File: src/rtl/reg_scoreboard_if.sv
// Issue/writeback bundle between the ID/WB stages and the register scoreboard.
// The slave side is the scoreboard; the master side is the pipeline driving it.
interface reg_scoreboard_if #(
    parameter int unsigned NUM_REGS = 16,
    parameter int unsigned REG_W    = 4,
    parameter int unsigned CNT_W    = 2
);
    logic                   issue_valid;
    logic                   issue_wb_en;
    logic [REG_W-1:0]       issue_dest;
    logic [REG_W-1:0]       src1;
    logic [REG_W-1:0]       src2;
    logic                   has_two_src;
    logic                   Ignore_Hazard;
    logic                   flush;
    logic                   wb_valid;
    logic [REG_W-1:0]       wb_dest;
    logic                   stall;
    logic                   issue_accept;
    logic [NUM_REGS-1:0]    busy_mask;
    logic [REG_W+CNT_W-1:0] pending_total;
    logic                   sb_err;

    modport master (
        output issue_valid, issue_wb_en, issue_dest, src1, src2, has_two_src,
               Ignore_Hazard, flush, wb_valid, wb_dest,
        input  stall, issue_accept, busy_mask, pending_total, sb_err
    );

    modport slave (
        input  issue_valid, issue_wb_en, issue_dest, src1, src2, has_two_src,
               Ignore_Hazard, flush, wb_valid, wb_dest,
        output stall, issue_accept, busy_mask, pending_total, sb_err
    );
endinterface

File: src/rtl/reg_scoreboard.sv
// Per-register in-flight write counters: incremented on issue, retired on writeback,
// used to stall ID-stage readers of registers that still have a write outstanding.
module reg_scoreboard #(
    parameter int unsigned NUM_REGS = 16,
    parameter int unsigned REG_W    = 4,
    parameter int unsigned CNT_W    = 2
) (
    input  logic            clk,
    input  logic            rst,
    reg_scoreboard_if.slave sb
);
    localparam int unsigned TOT_W = REG_W + CNT_W;
    localparam logic [CNT_W-1:0] CNT_MAX = '1;

    logic [CNT_W-1:0]    cnt_q [NUM_REGS];
    logic [CNT_W-1:0]    cnt_d [NUM_REGS];
    logic [NUM_REGS-1:0] inc_vec;
    logic [NUM_REGS-1:0] dec_vec;
    logic [NUM_REGS-1:0] busy_q;
    logic [NUM_REGS-1:0] busy_d;
    logic [TOT_W-1:0]    total_q;
    logic [TOT_W-1:0]    total_d;
    logic                err_q;
    logic                err_d;

    logic src1_busy_c;
    logic src2_busy_c;
    logic hazard_c;
    logic full_c;
    logic stall_c;
    logic accept_c;

    // A lone pending write is released by a same-cycle writeback (regfile writes on negedge).
    function automatic logic eff_busy(input logic [CNT_W-1:0] cnt, input logic wb_here);
        return (cnt > CNT_W'(1)) || ((cnt == CNT_W'(1)) && !wb_here);
    endfunction

    // Hazard, full and issue decisions for the instruction sitting in ID.
    always_comb begin
        src1_busy_c = eff_busy(cnt_q[sb.src1], sb.wb_valid && (sb.wb_dest == sb.src1));
        src2_busy_c = eff_busy(cnt_q[sb.src2], sb.wb_valid && (sb.wb_dest == sb.src2));
        hazard_c    = src1_busy_c || (sb.has_two_src && src2_busy_c);
        full_c      = sb.issue_wb_en && (cnt_q[sb.issue_dest] == CNT_MAX)
                      && !(sb.wb_valid && (sb.wb_dest == sb.issue_dest));
        // Ignore_Hazard masks source hazards only; a saturated counter always holds issue.
        stall_c     = sb.issue_valid && !sb.flush
                      && ((!sb.Ignore_Hazard && hazard_c) || full_c);
        accept_c    = sb.issue_valid && !sb.flush && !stall_c;
    end

    // Per-register increment/decrement requests.
    always_comb begin
        inc_vec = '0;
        dec_vec = '0;
        for (int unsigned r = 0; r < NUM_REGS; r++) begin
            inc_vec[r] = accept_c && sb.issue_wb_en && (sb.issue_dest == REG_W'(r));
            dec_vec[r] = sb.wb_valid && (sb.wb_dest == REG_W'(r)) && (cnt_q[r] != '0);
        end
    end

    // Next-state counters plus the summaries derived from them.
    always_comb begin
        busy_d  = '0;
        total_d = '0;
        err_d   = err_q;
        for (int unsigned r = 0; r < NUM_REGS; r++) begin
            cnt_d[r] = cnt_q[r];
            if (inc_vec[r] && !dec_vec[r]) begin
                cnt_d[r] = cnt_q[r] + CNT_W'(1);
            end else if (dec_vec[r] && !inc_vec[r]) begin
                cnt_d[r] = cnt_q[r] - CNT_W'(1);
            end
            busy_d[r] = (cnt_d[r] != '0);
            total_d   = total_d + TOT_W'(cnt_d[r]);
        end
        if (sb.wb_valid && (cnt_q[sb.wb_dest] == '0)) begin
            err_d = 1'b1;
        end
    end

    always_ff @(posedge clk or negedge rst) begin
        if (!rst) begin
            for (int unsigned r = 0; r < NUM_REGS; r++) begin
                cnt_q[r] <= '0;
            end
            busy_q  <= '0;
            total_q <= '0;
            err_q   <= 1'b0;
        end else begin
            for (int unsigned r = 0; r < NUM_REGS; r++) begin
                cnt_q[r] <= cnt_d[r];
            end
            busy_q  <= busy_d;
            total_q <= total_d;
            err_q   <= err_d;
        end
    end

    assign sb.stall         = stall_c;
    assign sb.issue_accept  = accept_c;
    assign sb.busy_mask     = busy_q;
    assign sb.pending_total = total_q;
    assign sb.sb_err        = err_q;
endmodule

File: src/flat_wrapper.sv
// flat-port wrapper written by rule: the top's interface ports become plain ports
module reg_scoreboard_flat 
#(
    parameter int unsigned NUM_REGS = 16,
    parameter int unsigned REG_W    = 4,
    parameter int unsigned CNT_W    = 2
)
  (clk, rst, sb_issue_valid, sb_issue_wb_en, sb_issue_dest, sb_src1, sb_src2, sb_has_two_src, sb_Ignore_Hazard, sb_flush, sb_wb_valid, sb_wb_dest, sb_stall, sb_issue_accept, sb_busy_mask, sb_pending_total, sb_sb_err);
  reg_scoreboard_if #(.NUM_REGS(NUM_REGS), .REG_W(REG_W), .CNT_W(CNT_W)) sb_i ();
  input  logic clk;
  input  logic rst;
  input wire logic [$bits(sb_i.issue_valid)-1:0] sb_issue_valid;
  input wire logic [$bits(sb_i.issue_wb_en)-1:0] sb_issue_wb_en;
  input wire logic [$bits(sb_i.issue_dest)-1:0] sb_issue_dest;
  input wire logic [$bits(sb_i.src1)-1:0] sb_src1;
  input wire logic [$bits(sb_i.src2)-1:0] sb_src2;
  input wire logic [$bits(sb_i.has_two_src)-1:0] sb_has_two_src;
  input wire logic [$bits(sb_i.Ignore_Hazard)-1:0] sb_Ignore_Hazard;
  input wire logic [$bits(sb_i.flush)-1:0] sb_flush;
  input wire logic [$bits(sb_i.wb_valid)-1:0] sb_wb_valid;
  input wire logic [$bits(sb_i.wb_dest)-1:0] sb_wb_dest;
  output wire logic [$bits(sb_i.stall)-1:0] sb_stall;
  output wire logic [$bits(sb_i.issue_accept)-1:0] sb_issue_accept;
  output wire logic [$bits(sb_i.busy_mask)-1:0] sb_busy_mask;
  output wire logic [$bits(sb_i.pending_total)-1:0] sb_pending_total;
  output wire logic [$bits(sb_i.sb_err)-1:0] sb_sb_err;
  assign sb_i.issue_valid = sb_issue_valid;
  assign sb_i.issue_wb_en = sb_issue_wb_en;
  assign sb_i.issue_dest = sb_issue_dest;
  assign sb_i.src1 = sb_src1;
  assign sb_i.src2 = sb_src2;
  assign sb_i.has_two_src = sb_has_two_src;
  assign sb_i.Ignore_Hazard = sb_Ignore_Hazard;
  assign sb_i.flush = sb_flush;
  assign sb_i.wb_valid = sb_wb_valid;
  assign sb_i.wb_dest = sb_wb_dest;
  assign sb_stall = sb_i.stall;
  assign sb_issue_accept = sb_i.issue_accept;
  assign sb_busy_mask = sb_i.busy_mask;
  assign sb_pending_total = sb_i.pending_total;
  assign sb_sb_err = sb_i.sb_err;
  reg_scoreboard #(.NUM_REGS(NUM_REGS), .REG_W(REG_W), .CNT_W(CNT_W)) u_core (.clk(clk), .rst(rst), .sb(sb_i));
endmodule
File: config.mk
export PLATFORM = sky130hd
export DESIGN_NAME = reg_scoreboard_flat
export DESIGN_NICKNAME = d
export VERILOG_FILES = /design/src/rtl/reg_scoreboard_if.sv /design/src/rtl/reg_scoreboard.sv /design/src/flat_wrapper.sv
export SDC_FILE = /design/constraint.sdc
export NUM_CORES = 1
export LEC_CHECK = 0
export ABC_AREA = 1
export ABC_CLOCK_PERIOD_IN_PS = 12150
export CAP_MARGIN = 20
export CORE_ASPECT_RATIO = 1.1
export CORE_MARGIN = 3
export CORE_UTILIZATION = 60
export DETAILED_ROUTE_END_ITERATION = 7
export PLACE_DENSITY = 0.83
export SLEW_MARGIN = 25
export SYNTH_ARGS = -nofsm -noshare
export SYNTH_HDL_FRONTEND = slang
export SYNTH_SLANG_ARGS = --single-unit
File: constraint.sdc
create_clock -name clk -period 12.15 [get_ports clk]
set_clock_uncertainty 0.05 [all_clocks]
set_input_delay 2.43 -clock clk [delete_from_list [all_inputs] [get_ports clk]]
set_output_delay 2.43 -clock clk [all_outputs]
set_load 0.01 [all_outputs]
==> flow_results.org <==
** Status
- The run finished with clean final reports.

** Floorplanning
- In this run the standard cell core region covers 8450 µm².
- Die Ht :: 104 µm
- DIE AREA :: 9890 µm²
- Measured along the x axis, the die boundary spans 95.1 µm.
- The floorplan has 35 rows.
- I/O pin cnt :: 49
- Starting Density :: 0.620

** Logic synthesis
- Yosys mapped the design onto 39 distinct sky130hd cell types.
- In the synthesized netlist, the number of instances is 756.
- Number of storage elements in the synthesis netlist :: 55
- The number of nets in the synthesized netlist is 831.
- Average cell area after synthesis :: 6.93 µm²
- Syn. warnings :: 0
- Post-Synthesis Cell Area :: 5240 µm²
- Of the synthesized area, sequential elements account for 0.263.

** Setup path
- Worst reg-to-reg path cell count :: 29
- Data arrives at the worst endpoint at 9700 ps.
- Along the worst path, the maximum fanout reaches 28.
- Levels on crit path :: 31
- Dominant cell type by count on the critical path :: sky130_fd_sc_hd__nand2_1
- In this design, the stage delay of the slowest critical-path cell is 890 ps.
- STA classifies the critical path startpoint as an input pin.
- Buffers and inverters on the worst path :: 6
- At the worst endpoint, the required time is 12330 ps.
- Kind of critical path :: input pin to flop
- Crit-path leading delay family :: adder cells
- Crit. End Element :: flop
- Setup slack of the worst register-to-register path :: 5400 ps
- The slowest stage of the critical path is the sky130_fd_sc_hd__clkdlybuf4s50_1 cell.

** Layout
- Top library cells by usage in the layout, fill and taps aside :: sky130_fd_sc_hd__nand2_1 (262), sky130_fd_sc_hd__inv_1 (120), sky130_fd_sc_hd__nand3_1 (84)
- Of the cells placed in the final design, the portion with a size suffix greater than 1 is 0.0736.
- Leaving out fill and tap cells, the most frequent cell in the layout is sky130_fd_sc_hd__nand2_1.
- Synth-to-Final Area Change :: 11.9%
- Antenna diode instance count :: 0
- Post-layout net count :: 876

** Placement
- The wire-length estimate of the detail-placed layout is 13500 µm.
- The congestion estimate from routability-driven global placement came to 0.991.
- Buffers placed on the I/O ports in this run total 48.

** STA
- Relative slew margins :: 0.516
- For the final routed database, the setup TNS stands at 0 ps.
- The count of endpoints failing hold in the final timing report came to 0.
- At the pin with the least slew margin, the transition time is 727 ps.
- Final count of pins violating max slew :: 0
- Derived from the worst setup path, the maximum achievable clock frequency is 105 MHz.
- Number of setup violations in the final report :: 0
- Dividing the final minimum period by the clock period gives 0.784.
- Unrepaired setup endpoints after global routing :: false
- Time the final worst path needs with I/O delays and setup :: 9530 ps

** CTS
- For the worst-skew pair, the clock arrives at the later sink with an insertion delay of 330 ps.
- Buffers inserted to repair hold after CTS numbered 0.
- Number of buffers between clock root and the deepest sink :: 2
- Counting every sink on the clock net gives 55.
- Clock-pin slew was measured on the worst setup and hold paths at 120 ps.
- CTS built an H-tree with a depth of 2.
- The number of gates resized after CTS was 0.
- Number of clock buffers inserted by TritonCTS :: 5
- Clock tree from TritonCTS :: yes
- After clock tree synthesis, the setup repair step added 0 buffers.
- Clock tree root buffer cell :: sky130_fd_sc_hd__clkbuf_8

** GRT
- The initial antenna violation count was 0.
- Entering global routing, the biggest net connects 56 pins.
- The first global-routing pass estimated 27600 µm of wire.
- The number of global-route vias before repair was 5466.
- GRT Util Overall :: 0.365
- Total overflow reported by the global router :: 0

** Job
- Number of max-capacitance violations reported :: 0

** Detailed routing
- After detailed routing, the number of remaining DRC violations is 0.
- Before antenna repair, the detailed router went through 7 iterations.
- DR vias :: 5439
- DRT antenna net count :: 0
- Wires add up to 17400 µm.
- Drt via density :: 5.96
- Violation count after the first detailed-routing iteration :: 605
- After detailed routing, the average wire length per cell comes to 19.1 µm.

** Hold path
- The tightest min-delay check is of the flop to flop type.
- Hold Crit Depth :: 1
through the flow:
stage          std cells  hold slack [ps]  cell area, µm²  worst slack [ps]   util
2_1_floorplan        756              453            5240              3870      -
3_3_place_gp         905              433            5760              2500  0.682
3_5_place_dp         905              435            5760              2340  0.682
4_1_cts              913              459            5860              2670  0.693
5_1_grt              913              481            5860              2240  0.693
6_report             913              452            5860              2620  0.693
cell type report:
cell class	instances	area, µm²
sequential	55	1380
tap	111	139
timing repair buffer	49	483
multi-input combinational	549	3230
inverter	141	534
clock inverter	3	27.5
clock buffer	5	68.8
fill	694	2590
per-layer routing:
| metal | global-route usage | vias up | share of wire |
|---|---|---|---|
| met1 | 0.460 | 2486 | 0.38 |
| met4 | 0.248 | 0 | 0.078 |
| met3 | 0.0666 | 125 | 0.091 |
| met5 | 0 | - | 0 |
| li1 | - | 2453 | - |
| met2 | 0.559 | 375 | 0.45 |
registers in the layout (all words and copies together) (netlist names):
register	count
u_core.sb.sb_err	1
u_core.cnt_q	32
u_core.sb.pending_total	6
u_core.sb.busy_mask	16
logic make-up (layout without fill, tap and decap cells):
group | after synthesis | after routing | share of synthesized area
and+or+nand+nor | 438 | 438 | 0.382
buffers and inverters | 152 | 198 | 0.121
AOI/OAI and AO/OA | 55 | 55 | 0.0660
DFF | 55 | 55 | 0.263
adders and majority gates | 51 | 51 | 0.161
xor gates and xnor gates | 5 | 5 | 0.00836
path summary, 6_finish.rpt:
check | to | from
worst min-delay path | u_core.sb.sb_err | u_core.sb.sb_err
max in group asynchronous | u_core.cnt_q[5] | rst
worst max-delay path | u_core.sb.pending_total[5] | sb_src1[0]
worst max register to register | u_core.sb.pending_total[5] | u_core.cnt_q[20]
worst min register to register | u_core.sb.sb_err | u_core.sb.sb_err
min in group asynchronous | u_core.cnt_q[17] | rst
Yosys cell counts (all sizes together):
cell type,n,share of area
ha,24,0.057
xor2,2,0.0033
nor4,4,0.0048
o2111ai,1,0.0017
nand2,274,0.20
or2,3,0.0036
a22oi,15,0.022
o21ai,7,0.0067
a41oi,1,0.0017
o41ai,3,0.0050
dfrtp,55,0.26
clkinv,1,0.00072
o22ai,2,0.0024
nand3,88,0.088
nor3,13,0.012
a31oi,1,0.0012
o211ai,2,0.0029
buf,11,0.019
a41o,1,0.0019
nor2,43,0.035
nand4,2,0.0053
inv,140,0.10
nand3b,11,0.031
xnor2,3,0.0050
a21oi,22,0.021
fa,27,0.10
Power is left out: the tool's default activity adds up to more than one toggle a clock period on the data nets, which glitch-free logic cannot reach.
